### src/rtl/basic_cpu_core.sv
// basic_cpu_core: multi-cycle accumulator CPU for the basic-computer ISA.
// Memory-reference instructions (direct/indirect), register-reference ops,
// skips and HLT, with a ready/wait-state handshake to an external SRAM.
module basic_cpu_core #(
  parameter int DWIDTH     = 16,
  parameter int ADDR_WIDTH = 12,
  parameter int RESET_PC   = 0
) (
  input  logic                  clk,
  input  logic                  reset_n,
  input  logic [DWIDTH-1:0]     i_data,
  input  logic                  i_ready,
  output logic [DWIDTH-1:0]     o_data,
  output logic [ADDR_WIDTH-1:0] o_addr,
  output logic                  o_we,
  output logic                  o_ce,
  output logic                  o_halt,
  output logic [ADDR_WIDTH-1:0] o_pc,
  output logic [DWIDTH-1:0]     o_ac,
  output logic                  o_e
);

  localparam logic [ADDR_WIDTH-1:0] PC_INIT = ADDR_WIDTH'(RESET_PC);
  localparam logic [ADDR_WIDTH-1:0] A_ONE   = ADDR_WIDTH'(1);
  localparam logic [DWIDTH-1:0]     D_ONE   = DWIDTH'(1);

  typedef enum logic [3:0] {
    S_RST, S_FETCH, S_DECODE, S_INDIR, S_READ, S_ALU, S_WRITE, S_EXEC, S_HALT
  } state_t;

  state_t                  state, next_state;
  logic [ADDR_WIDTH-1:0]   pc, ar;
  logic [DWIDTH-1:0]       ac, dr, ir;
  logic                    e;

  // Instruction fields
  logic                    ind;
  logic [2:0]              op;
  logic [ADDR_WIDTH-1:0]   adr;
  assign ind = ir[DWIDTH-1];
  assign op  = ir[DWIDTH-2 -: 3];
  assign adr = ir[ADDR_WIDTH-1:0];

  // Register-reference results
  logic [DWIDTH-1:0]       rr_ac;
  logic                    rr_e;
  logic                    rr_skip;

  // Operand phase an opcode needs once its effective address is known
  function automatic state_t dispatch(input logic [2:0] opc);
    case (opc)
      3'd0, 3'd1, 3'd2, 3'd6: dispatch = S_READ;
      3'd3, 3'd5:             dispatch = S_WRITE;
      default:                dispatch = S_EXEC;
    endcase
  endfunction

  // State register; reset drops any in-flight access immediately
  always_ff @(posedge clk or negedge reset_n) begin
    // NOTE: sequential state uses non-blocking (<=) so every flop samples pre-edge values.
    if (!reset_n) state <= S_RST;
    else          state <= next_state;
  end

  // Next-state and memory-port outputs
  always_comb begin
    // NOTE: every output gets a default first, so no path can infer a latch.
    next_state = state;
    o_ce       = 1'b0;
    o_we       = 1'b0;
    o_data     = '0;
    o_addr     = ar;
    case (state)
      S_RST: begin
        o_addr     = pc;
        next_state = S_FETCH;
      end
      S_FETCH: begin
        o_ce   = 1'b1;
        o_addr = pc;
        if (i_ready) next_state = S_DECODE;
      end
      S_DECODE: next_state = (ind && op != 3'd7) ? S_INDIR : dispatch(op);
      S_INDIR: begin
        o_ce = 1'b1;
        if (i_ready) next_state = dispatch(op);
      end
      S_READ: begin
        o_ce = 1'b1;
        if (i_ready) next_state = S_ALU;
      end
      S_ALU: next_state = (op == 3'd6) ? S_WRITE : S_FETCH;
      S_WRITE: begin
        o_ce = 1'b1;
        o_we = 1'b1;
        case (op)
          3'd3:    o_data = ac;
          3'd5:    o_data = DWIDTH'(pc);
          default: o_data = dr;
        endcase
        if (i_ready) next_state = S_FETCH;
      end
      S_EXEC: next_state = (op == 3'd7 && !ind && ir[0]) ? S_HALT : S_FETCH;
      S_HALT: next_state = S_HALT;
      default: next_state = S_RST;
    endcase
  end

  // Register-reference chain: CLA, CLE, CMA, CME, CIR, CIL, INC in order;
  // skips look at the pre-instruction AC/E
  always_comb begin
    rr_ac = ac;
    rr_e  = e;
    if (ir[11]) rr_ac = '0;
    if (ir[10]) rr_e  = 1'b0;
    if (ir[9])  rr_ac = ~rr_ac;
    if (ir[8])  rr_e  = ~rr_e;
    if (ir[7])  {rr_ac, rr_e} = {rr_e, rr_ac};
    if (ir[6])  {rr_e, rr_ac} = {rr_ac, rr_e};
    if (ir[5])  rr_ac = rr_ac + D_ONE;
    rr_skip = (ir[4] && !ac[DWIDTH-1]) || (ir[3] && ac[DWIDTH-1]) ||
              (ir[2] && ac == '0)      || (ir[1] && !e);
  end

  // Datapath registers, updated per state; accesses commit only on i_ready
  always_ff @(posedge clk or negedge reset_n) begin
    if (!reset_n) begin
      pc <= PC_INIT;
      ar <= '0;
      ac <= '0;
      dr <= '0;
      ir <= '0;
      e  <= 1'b0;
    end else begin
      case (state)
        S_FETCH: if (i_ready) begin
          ir <= i_data;
          pc <= pc + A_ONE;
        end
        S_DECODE: ar <= adr;
        S_INDIR:  if (i_ready) ar <= i_data[ADDR_WIDTH-1:0];
        S_READ:   if (i_ready) dr <= i_data;
        S_ALU: begin
          case (op)
            3'd0:    ac <= ac & dr;
            3'd1:    {e, ac} <= {1'b0, ac} + {1'b0, dr};
            3'd2:    ac <= dr;
            3'd6:    dr <= dr + D_ONE;
            default: ;
          endcase
        end
        S_WRITE: if (i_ready) begin
          if (op == 3'd5)                   pc <= ar + A_ONE;
          else if (op == 3'd6 && dr == '0)  pc <= pc + A_ONE;
        end
        S_EXEC: begin
          if (op == 3'd4) begin
            pc <= ar;
          end else if (op == 3'd7 && !ind) begin
            ac <= rr_ac;
            e  <= rr_e;
            if (rr_skip) pc <= pc + A_ONE;
          end
        end
        default: ;
      endcase
    end
  end

  assign o_halt = (state == S_HALT);
  assign o_pc   = pc;
  assign o_ac   = ac;
  assign o_e    = e;

endmodule

### config.mk
export PLATFORM = sky130hd
export DESIGN_NAME = basic_cpu_core
export DESIGN_NICKNAME = d
export VERILOG_FILES = /design/src/rtl/basic_cpu_core.sv
export SDC_FILE = /design/constraint.sdc
export NUM_CORES = 1
export LEC_CHECK = 0
export CORE_ASPECT_RATIO = 0.5
export CORE_MARGIN = 2
export CORE_UTILIZATION = 57
export CTS_BUF_LIST = sky130_fd_sc_hd__clkbuf_4 sky130_fd_sc_hd__clkbuf_8
export DETAILED_ROUTE_END_ITERATION = 10
export PLACE_DENSITY = 0.77
export SLEW_MARGIN = 20
export SYNTH_ARGS = -nofsm -noshare
export SYNTH_HDL_FRONTEND = slang
export SYNTH_SLANG_ARGS = --single-unit
### constraint.sdc
create_clock -name clk -period 3.29 [get_ports clk]
set_input_delay 0.329 -clock clk [delete_from_list [all_inputs] [get_ports clk]]
set_output_delay 0.329 -clock clk [all_outputs]
set_load 0.02 [all_outputs]
==> run summary <==
row cnt: 29
# setup viols final: 0
FF+latch count, synth: 77
Core Area: 12600 µm²
number of enable flip-flop cells after synthesis: 0
most frequent cells in the layout: 100 x nand2_1, 78 x nor2_1, 77 x dfrtp_1, 77 x clkdlybuf4s50_1, 70 x o21ai_0
Layout area overhead: 18.1%
Seq/Total Area, Yosys: 26.5%
Fillers: 1083
Max Clock Skew: 0.0131 ns
synth top area cells: dfrtp_1 26%, nand2_1 5.2%, mux2i_1 5.0%
RSZ-0062 raised after global routing: false
Die H: 83.9 µm
top fanout value on the critical path: 10
Net Sw Power: 5.20 mW
Die Area: 13700 µm²
crit path kind: reg2out
drt wl/cell: 21.8 µm
VDD IR max: 0.616 mV
R2R Path Start: o_ac[0]
r2r setup slk: 0.23 ns
via count: 7969
RR Endpoint: o_e
Hold WC Path Type: in2async
Critical Path End Type: primary output
first-pass GRT wire length: 40100 µm
Worst Path Required: 2.96 ns
maximum root-to-sink buffer count: 2
DRT antenna net count: 0
Hold Slack: -0.0241 ns
P_int: 4.63 mW
Worst-Skew Late Latency: 0.37 ns
Synth Cell Area: 7280 µm²
vias in the first global route: 7209
final max-slew violation count: 0
CTS tree: yes
Clk pin slew, worst setup/hold paths: 0.09 ns
Power Dens Cells: 1140 nW/µm²
crit path from: ir[12]
Non-Filler Instances: 1174
share of total power in combinational logic: 68.6%
max cap viols: 0
Tcrit/Tclk final: 96.5%
post-route cell area: 8600 µm²
GPL Wtd Cong: 0.986
yosys warns: 0
initial detailed-routing violation count: 1231
Vias/cell: 6.79
Worst Max-Slew Pin Slew: 1.09 ns
placed cell count: 1158
Flop pwr share: 23.5%
switching share of power: 52.9%
CP Launch Type: register
top cell type's share of synthesized area: 26.5%
capture point of the worst path: o_data[5]
async set-reset flop share out of synthesis: 100%
dpl cell area: 8390 µm²
status: complete, but fails checks
CTS HTree Levels: 3
Root Buffer: clkbuf_8
dominant cell type by area after synthesis: dfrtp_1
Total GRT Usage: 37.7%
Pre-antenna DRT Iters: 6
Top Ports: 79
initial antenna violation count: 0
fmax: 315 MHz
largest net degree at the start of global routing: 78
Util after Layout: 68.5%
Final #Nets: 1040
Cells after Synth: 925
Post-DP HPWL: 19000 µm
Initial Util: 58.0%
most common cell after layout, fill and taps aside: nand2_1
Most used DFF post-synth: dfrtp_1
clk sinks: 77
die width: 164 µm
total gr overflow: 0
diode count: 0
Pleak: 3.43 nW
Avg Inst Size Synth: 7.87 µm²
Max-slew headroom: 27.0%
drc violations: 0
syn_nets: 966
Worst Path Arrival: 2.84 ns
final wirelength: 25600 µm
r2r worst-path depth: 10
final hold vios: 11
post-synth cell types: 77
I/O Buffers: 78
share of layout cells above drive strength 1: 11.2%
clock power share: 7.9%
violated checks: negative hold slack
TNS Setup: 0 ns
min cycle time layout: 3.17 ns
Num CTS Buffers: 9
[power by group through the flow]
stage | Combinational [mW] | Sequential [mW] | Clock (mW)
detailed placement | 6.57 | 2.26 | 0
CTS | 6.60 | 2.25 | 0.778
floorplan | 4.58 | 2.01 | 0
global route | 7.32 | 2.35 | 0.821
global placement | 6.47 | 2.25 | 0
finish | 6.74 | 2.31 | 0.776
[cell type report]
cell class | instances | area [µm²] | share of cell area (%)
inverters | 18 | 67.6 | 0.786
repair buffers | 124 | 1160 | 13.5
well taps | 170 | 213 | 2.47
flip-flops and latches | 77 | 1930 | 22.4
multi-input cells | 769 | 5030 | 58.4
clock buffers | 10 | 131 | 1.53
clock inverters | 6 | 70.1 | 0.815
[cells in the mapped netlist (all sizes together), types with 12 or more instances]
| master | instances |
|---|---|
| nand3 | 25 |
| o21ai | 72 |
| and3 | 13 |
| o211ai | 19 |
| mux2i | 39 |
| a22oi | 25 |
| nor3 | 28 |
| ha | 21 |
| clkbuf | 51 |
| nor2 | 79 |
| a21oi | 69 |
| mux2 | 30 |
| o22ai | 16 |
| nand2 | 100 |
| nand2b | 12 |
| nor4 | 19 |
| dfrtp | 77 |
| xnor2 | 23 |
| inv | 17 |
| a211oi | 22 |
[registers in the layout, summed over array words and instances (netlist names)]
name   cells
o_ac      16
o_e        1
state      4
ir        16
ar        12
dr        16
o_pc      12
[worst max-delay path: stages (launching register included)]
cell             delay [ns]
dfrtp_1                0.54
nand2_1                0.12
nor2_1                 0.62
buf_4                  0.29
a22oi_1                0.09
a21oi_1                0.17
clkdlybuf4s50_1        0.64
[metal layers]
metal	GRT usage (%)	share of wire [%]	vias up
li1	-	-	3627
met1	55.5	43	3763
met2	55.8	42	506
met3	8.64	13	73
met4	8.61	2.5	0
met5	0	0	-
[kinds of logic (layout without fill, tap and decap cells)]
family,after synthesis,count (layout),synth area share (%)
adders and majority gates,22,22,3.88
DFF,77,77,26.5
muxes,69,69,10.2
buffers and inverters,79,158,4.66
and+or+nand+nor,338,338,22.8
xor gates and xnor gates,33,33,3.97
AOI/OAI and AO/OA,307,307,28.1
[worst min path at each step]
stage	start	end	slack (ns)	cells past startpoint
final	reset_n	o_ac[9]	-0.02	1
after global routing	reset_n	o_ac[7]	0.04	1
after CTS	reset_n	dr[3]	0.19	1
after detailed placement	ir[3]	ir[3]	0.52	1
after global placement	ir[3]	ir[3]	0.51	1
after floorplan	reset_n	ar[0]	0.03	0
[timing repair]
item	4_1_cts	5_1_grt
setup buffers	0	0
endpoints found under the setup margin	0	12
hold buffers	0	0
gates resized for setup	0	1
endpoints found under the hold margin	0	0
[stage by stage]
step | worst slack [ns] | total power, mW | hold slack, ns
after global routing | 0.000504 | 10.5 | 0.0408
after detailed placement | 0.360 | 8.83 | 0.519
after CTS | 0.0587 | 9.63 | 0.188
after global placement | 0.402 | 8.71 | 0.509
after floorplan | 0.253 | 6.59 | 0.0334
final | 0.117 | 9.83 | -0.0241
No activity file was read; power rests on OpenSTA's default activity.
